**src/rtl/button_capture.sv**
```systemverilog
`default_nettype none
// ============================================================================
// Module      : button_capture
// Description : Synchronises and debounces push-buttons, then emits one
//               status-word system write per debounced change.
// Revision    : 1.0 - initial release
// ============================================================================
module button_capture #(
    parameter int N_BUTTONS       = 4,
    parameter int DEBOUNCE_CYCLES = 500000,
    parameter bit ACTIVE_LOW      = 1'b1
) (
    input  logic                 clk,
    input  logic                 rst_n,
    input  logic [N_BUTTONS-1:0] btn_in,
    output logic [N_BUTTONS-1:0] pressed,
    output logic                 we_system,
    output logic [31:0]          wr_data_system
);

    localparam int                   c_cnt_w    = $clog2(DEBOUNCE_CYCLES);
    localparam logic [c_cnt_w-1:0]   c_cnt_max  = c_cnt_w'(DEBOUNCE_CYCLES - 1);
    localparam logic [N_BUTTONS-1:0] c_released = {N_BUTTONS{ACTIVE_LOW}};

    logic [N_BUTTONS-1:0] r_sync1;
    logic [N_BUTTONS-1:0] r_sync2;
    logic [N_BUTTONS-1:0] w_level;
    logic [N_BUTTONS-1:0] w_commit;
    logic [c_cnt_w-1:0]   r_cnt [N_BUTTONS];
    logic                 r_any;
    logic [N_BUTTONS-1:0] r_rise;
    logic [N_BUTTONS-1:0] r_fall;
    logic [7:0]           r_seq;
    logic [7:0]           w_seq_next;
    logic [7:0]           w_lvl8;
    logic [7:0]           w_rise8;
    logic [7:0]           w_fall8;

    always_ff @(posedge clk) begin
        if (!rst_n) begin
            r_sync1 <= c_released;
            r_sync2 <= c_released;
        end else begin
            r_sync1 <= btn_in;
            r_sync2 <= r_sync1;
        end
    end

    // Normalise so that 1 always means "pressed".
    assign w_level = r_sync2 ^ c_released;

    generate
        for (genvar g = 0; g < N_BUTTONS; g++) begin : g_commit
            assign w_commit[g] = (w_level[g] != pressed[g]) && (r_cnt[g] == c_cnt_max);
        end
    endgenerate

    always_ff @(posedge clk) begin
        if (!rst_n) begin
            for (int i = 0; i < N_BUTTONS; i++) begin
                r_cnt[i] <= '0;
            end
            pressed <= '0;
        end else begin
            for (int i = 0; i < N_BUTTONS; i++) begin
                if (w_level[i] == pressed[i]) begin
                    r_cnt[i] <= '0;
                end else if (w_commit[i]) begin
                    pressed[i] <= w_level[i];
                    r_cnt[i]   <= '0;
                end else begin
                    r_cnt[i] <= r_cnt[i] + c_cnt_w'(1);
                end
            end
        end
    end

    // Event capture lands alongside the updated levels, so the write stage
    // sees post-commit levels and the events of that same commit together.
    always_ff @(posedge clk) begin
        if (!rst_n) begin
            r_any  <= 1'b0;
            r_rise <= '0;
            r_fall <= '0;
        end else begin
            r_any  <= |w_commit;
            r_rise <= w_commit & w_level;
            r_fall <= w_commit & ~w_level;
        end
    end

    always_comb begin
        w_lvl8                   = '0;
        w_rise8                  = '0;
        w_fall8                  = '0;
        w_lvl8[N_BUTTONS-1:0]    = pressed;
        w_rise8[N_BUTTONS-1:0]   = r_rise;
        w_fall8[N_BUTTONS-1:0]   = r_fall;
    end

    assign w_seq_next = r_seq + 8'd1;

    always_ff @(posedge clk) begin
        if (!rst_n) begin
            r_seq          <= '0;
            we_system      <= 1'b0;
            wr_data_system <= '0;
        end else begin
            we_system <= r_any;
            if (r_any) begin
                r_seq          <= w_seq_next;
                wr_data_system <= {w_seq_next, w_fall8, w_rise8, w_lvl8};
            end
        end
    end

endmodule
`default_nettype wire

```
**config.mk**
```make
export PLATFORM = sky130hd
export DESIGN_NAME = button_capture
export DESIGN_NICKNAME = d
export VERILOG_FILES = /design/src/rtl/button_capture.sv
export SDC_FILE = /design/constraint.sdc
export NUM_CORES = 1
export LEC_CHECK = 0
export BUFFER_PORTS_ARGS = -buffer_cell sky130_fd_sc_hd__buf_2
export CORE_MARGIN = 8
export CORE_UTILIZATION = 50
export DETAILED_ROUTE_END_ITERATION = 8
export PLACE_DENSITY_LB_ADDON = 0.08
export SETUP_SLACK_MARGIN = 0.5
export SLEW_MARGIN = 10
export SYNTH_ARGS = -nofsm -noshare
export SYNTH_HDL_FRONTEND = slang
export SYNTH_SLANG_ARGS = --single-unit
export TNS_END_PERCENT = 30
```
**constraint.sdc**
```tcl
create_clock -name clk -period 2.7 [get_ports clk]
set_clock_uncertainty 0.1 [all_clocks]
set_input_delay 0.135 -clock clk [delete_from_list [all_inputs] [get_ports clk]]
set_output_delay 0.135 -clock clk [all_outputs]
set_load 0.05 [all_outputs]
```
# After elaboration in Yosys (flattened, before gate mapping)
# Memory sizes are Yosys's and may differ from the RTL's.
# Cells that the tools add are included.
# totals
regBits,50
latch_bits,0
mem_bits_rw,76
mem_bits_ro,0
input_bits,6
n_memories,1
# memory_table
memory,depth,width,read_ports,rd_ports_with_merged_regs,write_ports,line,source
r_cnt,4,19,4,0,4,29,logic [c_cnt_w-1:0] r_cnt [N_BUTTONS];
# classes
n_addsub,5
multipliers,0
div_mod_pow,0
n_lt_le_gt_ge,0
eq_ne,12
n_shift,0
mux,57
bitwise_logic,20
reduce_logical,9
# ops
op,count
19-bit 2-to-1 mux,12
19-bit by 1-bit adder with 19-bit output (second input constant),4
19-bit == test (second input constant),4
1-bit 2-to-1 mux,45
1-bit OR,12
8-bit by 1-bit adder with 8-bit output (second input constant),1
4-bit AND,2
4-bit NOT,2
2-bit AND reduction,4
1-bit == test,4
1-bit logical AND,4
1-bit != test,4
1-bit NOT,4
4-bit OR reduction,1

# Logic depth before layout (Yosys ltp)
# Gate-level depths: netlist of run 1.
# logic_depth
ltp_word,9
mapped_depth,6
depth_no_buf,5

# Worst setup path after synthesis of run 1
# Ideal clock, no wire load.
# synth_timing
path_type,register -> register
from,memory r_cnt[0][0] (netlist bit)
to,memory r_cnt[0][12] (netlist bit) (data pin)
setup_ns,0.254
arrival_time_ns,1.772
required_ns,2.346
slack_ns,0.574
stages_incl_launch_ff,7
cell_sequence,edfxtp_1 ha_1 nand4_2 or4_4 o211ai_4 buf_6 nor2_1
# synth_lines
item,line
from (decl),29

==> results of run 1 <==
per-layer routing:
metal,vias to the layer above,track usage
met3,13,0.0444
li1,2180,-
met5,-,0
met1,1994,0.191
met2,62,0.256
met4,0,0.0737
worst max-delay path, delay by kind of cell (launching register included):
kind | cells | cell delay (ps)
AO/OA/AOI/OAI | 1 | 390
buffers and inverters | 1 | 190
flip-flops | 1 | 450
AND/OR/NAND/NOR | 3 | 750
cells in the final DEF (no fill, tap or decap), types with 3 or more instances in the layout:
cell / Yosys / layout
a211oi_1: 3 / 3
and3_1: 8 / 8
dlygate4sd3_1: 0 / 7
nand3_1: 26 / 26
o21ai_0: 16 / 16
ha_1: 5 / 5
buf_2: 5 / 30
nor2_1: 86 / 86
buf_4: 13 / 7
dfxtp_1: 42 / 42
a21oi_1: 24 / 24
clkbuf_16: 0 / 18
o31ai_1: 4 / 4
nor3_1: 9 / 9
clkinv_2: 0 / 4
and4b_1: 3 / 3
nand4_1: 21 / 21
and4_1: 11 / 11
nand2b_1: 10 / 10
nor4b_1: 9 / 7
or3_1: 18 / 17
xor2_1: 20 / 20
inv_1: 15 / 15
edfxtp_1: 76 / 76
xnor2_1: 38 / 38
nor4_1: 16 / 15
nand2_1: 27 / 27
mux2i_1: 13 / 13
inv_4: 0 / 3
or4_1: 5 / 5
conb_1: 2 / 88
synth_stat cells (all sizes together) (9+ instances only):
cell     n  share of area
nor2    86          0.056
edfxtp  76           0.39
dfxtp   42           0.14
xnor2   38          0.057
nand2   27          0.017
nand3   26          0.022
a21oi   24          0.021
nand4   23          0.027
buf     20          0.024
xor2    20          0.030
or3     18          0.019
nor4    16          0.017
o21ai   16          0.014
inv     15         0.0097
mux2i   13          0.022
and4    12          0.018
nand2b  10          0.011
nor3     9         0.0078
nor4b    9          0.014
power breakdown:
part / internal, uW / switching [uW]
combinational: 59.0 / 117
clock: 1430 / 801
sequential: 1980 / 64.8
total: 3470 / 982
stage by stage:
| step | std cells | setup WS (ps) | total power, uW |
|---|---|---|---|
| floorplan | 640 | 574 | 2210 |
| global placement | 792 | 518 | 2230 |
| detailed placement | 792 | 454 | 2240 |
| CTS | 833 | 520 | 4490 |
| global route | 833 | 490 | 4600 |
| finish | 833 | 573 | 4450 |
repair_timing:
action / in CTS / in global routing
resized for setup: 0 / 4
setup endpoints to repair: 19 / 18
hold buffers: 7 / 0
buffers inserted: 2 / 0
endpoints found under the hold margin: 7 / 0
pin swaps: 1 / 0
kinds of logic after synthesis:
family,synth area share
simple gates,0.243
flops,0.538
xor+xnor,0.0875
compound gates,0.0584
buf+inv,0.0386
mux,0.0224
fa+ha+maj,0.0108
other cells,0.00129
state kept, by name, summed over array words and instances (netlist names):
signal / cells
r_cnt: 76
wr_data_system: 12
r_seq: 8
pressed: 4
r_fall: 4
r_rise: 4
r_sync1: 4
r_sync2: 4
r_any: 1
we_system: 1
final timing paths:
kind                from           to  depth (start not counted)
max reg2reg  r_cnt[1][6]  r_cnt[1][8]                          5
min           r_sync1[3]   r_sync2[3]                          1
min reg2reg   r_sync1[3]   r_sync2[3]                          1
max          r_cnt[1][6]  r_cnt[1][8]                          5
layout make-up:
cell class / instances / share of cell area
repair buffers: 46 / 0.0443
clock buffers: 20 / 0.0662
clock inverters: 12 / 0.0174
inverters: 15 / 0.00797
flip-flops and latches: 118 / 0.442
multi-input cells: 479 / 0.397
well taps: 143 / 0.0253
==> impl_metrics.toml, run 1 <==
[run_status]
status = "finished clean"

[detailed_routing]
top_layer_used = "met4"
via_count = 4249
dr.pass1.iters = 4
wl_met1_microns = 5330
drc = 0
routed_wl_microns = 11400
met2WireLength_microns = 5500
final_antenna_net_count = 0
viasPerCell = 5.10
drt-initial-drc-count = 254
wl_met3_microns = 448
wl_per_cell_microns = 13.7

[cells_and_area]
nets = 688
fillers = 982
drive_gt1_frac = 0.120
antennaDiodeCount = 0
syn_to_final_growth_pct = 21.7
final_core_util = 0.622
seq_area_sq_um = 3120
finish.instance_area_sq_um = 7070
multi_input_area_sq_um = 2810

[yosys]
ys_seq_area_frac = 0.538
syn_area_sq_um = 5810
synth_seq_cells = 118
synth_cell_types = 45
synth_ff_type = "edfxtp_1"
synth_edf_count = 76
yosys_warnings = 0
async_flop_share = 0
synthCells = 554
avgSynthCellArea_sq_um = 10.5

[clock_network]
clock_latency_ps = 420
clkTransAtPathRegs_ps = 50
numCtsBuffers = 17
cts-root-buf = "clkbuf_16"
cts_buffer_depth = 2
htreeDepth = 4
cts_tree = "done"
cts_sinks = 118

[setup_path]
cp_cell_sequence = "nor4b_1 -> nand4_1 -> o21bai_2 -> buf_12 -> nor2_1"
critical_path_required_ps = 2760
reg2reg_slack_ps = 570
critPathLaunchType = "flop"
cpPeakStageDelay_ps = 450
critical_path.max_fanout = 14
end_kind = "flop"
worstPathArrival_ps = 2190
crit_slowest_cell = "edfxtp_1"
crit_type = "flop to flop"

[job]
drv_cap = 0

[timing]
hold_viol = 0
holdWs_ps = 310
fmax_ghz = 0.470
setup_viol = 0
fin_crit_sh = 0.788
min_period_ps = 2130
setup_tns_ps = 0
slew_viol_final = 0
rsz0062_at_grt = "true"

[die]
fp-row-count = 39
die_h_microns = 124
top_level_ports = 43
core_sq_um = 11400
die-area_sq_um = 15300
initial_utilization = 0.511
dieWidth_microns = 124

[placement]
port_buffers = 30
place_congestion = 0.799
placed_cell_area_sq_um = 6350
dp_hpwl_microns = 7940

[min_path]
hp-class = "flop to flop"

[global_routing]
grt_pass1_vias = 4113
track_usage = 0.158
grt_overflow = 0
grt_max_degree = 29
grt_antenna_before_repair = 0
grt_pass1_wl_microns = 19000

[pwr]
powerDensity_nw_per_um2 = 629
p_leak_uw = 0.00258
ir_worst_vdd_mv = 0.379
(Power assumes the default switching activity.)
==> inputs of run 2 (changes only) <==
clock period = 2.1 ns   (was 2.7 ns; I/O delays follow)
==> run 2 against run 1 <==
Die area unchanged. Clock power is 15% higher. Non-clock buffer count grew 57. Design area rose by 8.6%.
==> impl_metrics.toml, run 2 (synthesized netlist as in run 1, its figures left out) <==
[run_status]
status = "finished clean"

[placement]
dp_hpwl_microns = 8000
place_congestion = 0.826
port_buffers = 30
placed_cell_area_sq_um = 6580
dp_slack_ps = 76.1

[cells_and_area]
syn_to_final_growth_pct = 32.2
drive_gt1_frac = 0.220
antennaDiodeCount = 0
final_core_util = 0.675
top_register = "r_cnt"
biggestRegsByFlops = "r_cnt x76, wr_data_system x12, r_seq x8"
finish.instance_area_sq_um = 7680
mostFrequentLayoutCells = "conb_1, nor2_1, edfxtp_1"
final_common_cell = "conb_1"
largest_reg_flops = 76
fillers = 926
nets = 745

[detailed_routing]
wl_per_cell_microns = 13.7
routed_wl_microns = 12200
drt-initial-drc-count = 304
viasPerCell = 5.12
final_antenna_net_count = 0
drc = 0
dr.pass1.iters = 6
via_count = 4559

[clock_network]
numCtsBuffers = 17
cts-root-buf = "clkbuf_16"
cts_sinks = 118
clkTransAtPathRegs_ps = 50
htreeDepth = 4
cts_tree = "done"
clock_latency_ps = 410
cts_buffer_depth = 2

[setup_path]
cp-startpoint = "r_cnt[1][1]"
critPathLaunchType = "flop"
critical_path.max_fanout = 4
worstReg2RegStart = "r_cnt[1][1]"
critical_path_required_ps = 2270
end_kind = "flop"
crit_type = "flop to flop"
worstPathArrival_ps = 2170

[pwr]
p_leak_uw = 0.00288
ir_worst_vdd_mv = 0.566
powerDensity_nw_per_um2 = 717

[global_routing]
grt_overflow = 0
grt_antenna_before_repair = 0
grt_pass1_wl_microns = 19700
track_usage = 0.162
grt_max_degree = 29
grt_pass1_vias = 4251

[die]
fp-row-count = 39
core_sq_um = 11400
die_h_microns = 124
initial_utilization = 0.511
top_level_ports = 43
dieWidth_microns = 124
die-area_sq_um = 15300

[timing]
setup_tns_ps = 0
min_period_ps = 2000
holdWs_ps = 307
rsz0062_at_grt = "true"
fmax_ghz = 0.500
slew_viol_final = 0
setup_ws_ps = 102
setup_viol = 0
fin_crit_sh = 0.952
hold_viol = 0

[min_path]
hp-class = "flop to flop"
min-delay-start = "r_sync1[0]"

[job]
drv_cap = 0
==> run 2: report_power, final <==
part	switching [uW]	total, uW	internal [uW]	leakage, uW
clock network	947	2570	1620	0.000262
registers	75.3	2620	2540	0.00112
logic	185	314	129	0.00150
==> run 2: path summary, 6_finish.rpt <==
| path | cells past startpoint | slack (ps) | to |
|---|---|---|---|
| max | 6 | 100 | r_cnt[1][16] |
| min | 1 | 310 | r_sync2[0] |
| max reg2reg | 6 | 100 | r_cnt[1][16] |
| min reg2reg | 1 | 310 | r_sync2[0] |
==> run 2: area by class of cell <==
cell class / count / area (sq um) / area share
sequential: 118 / 3120 / 0.407
multi-input combinational: 479 / 3020 / 0.393
timing repair buffer: 103 / 773 / 0.101
clock buffer: 28 / 507 / 0.0660
tap: 143 / 179 / 0.0233
inverter: 15 / 56.3 / 0.00733
clock inverter: 4 / 20.0 / 0.00261
==> run 2: metal layers <==
layer	track usage	up-vias	wire [microns]
li1	-	2295	-
met1	0.198	2186	5520
met2	0.268	64	6170
met3	0.0394	14	376
met4	0.0730	0	155
met5	0	-	0
==> run 2: what timing repair did <==
action                                  4_1_cts  5_1_grt
endpoints found under the setup margin       87       89
endpoints found under the hold margin         7        0
hold buffers                                  6        0
gates cloned                                  0        3
setup buffers                                16       21
pin swaps                                     9       15
gates resized for setup                      17       22
==> run 2: critical path, cell delays in order (launching register included) <==
cell,delay (ps)
edfxtp_1,380
ha_2,190
nand4_1,130
or3_4,420
buf_4,150
or3_1,360
a21oi_2,140
==> run 2: per-stage QoR <==
stage / instances / total power (uW)
finish: 890 / 5500
global route: 890 / 5700
CTS: 866 / 5520
detailed placement: 812 / 2900
global placement: 812 / 2890
floorplan: 640 / 2850
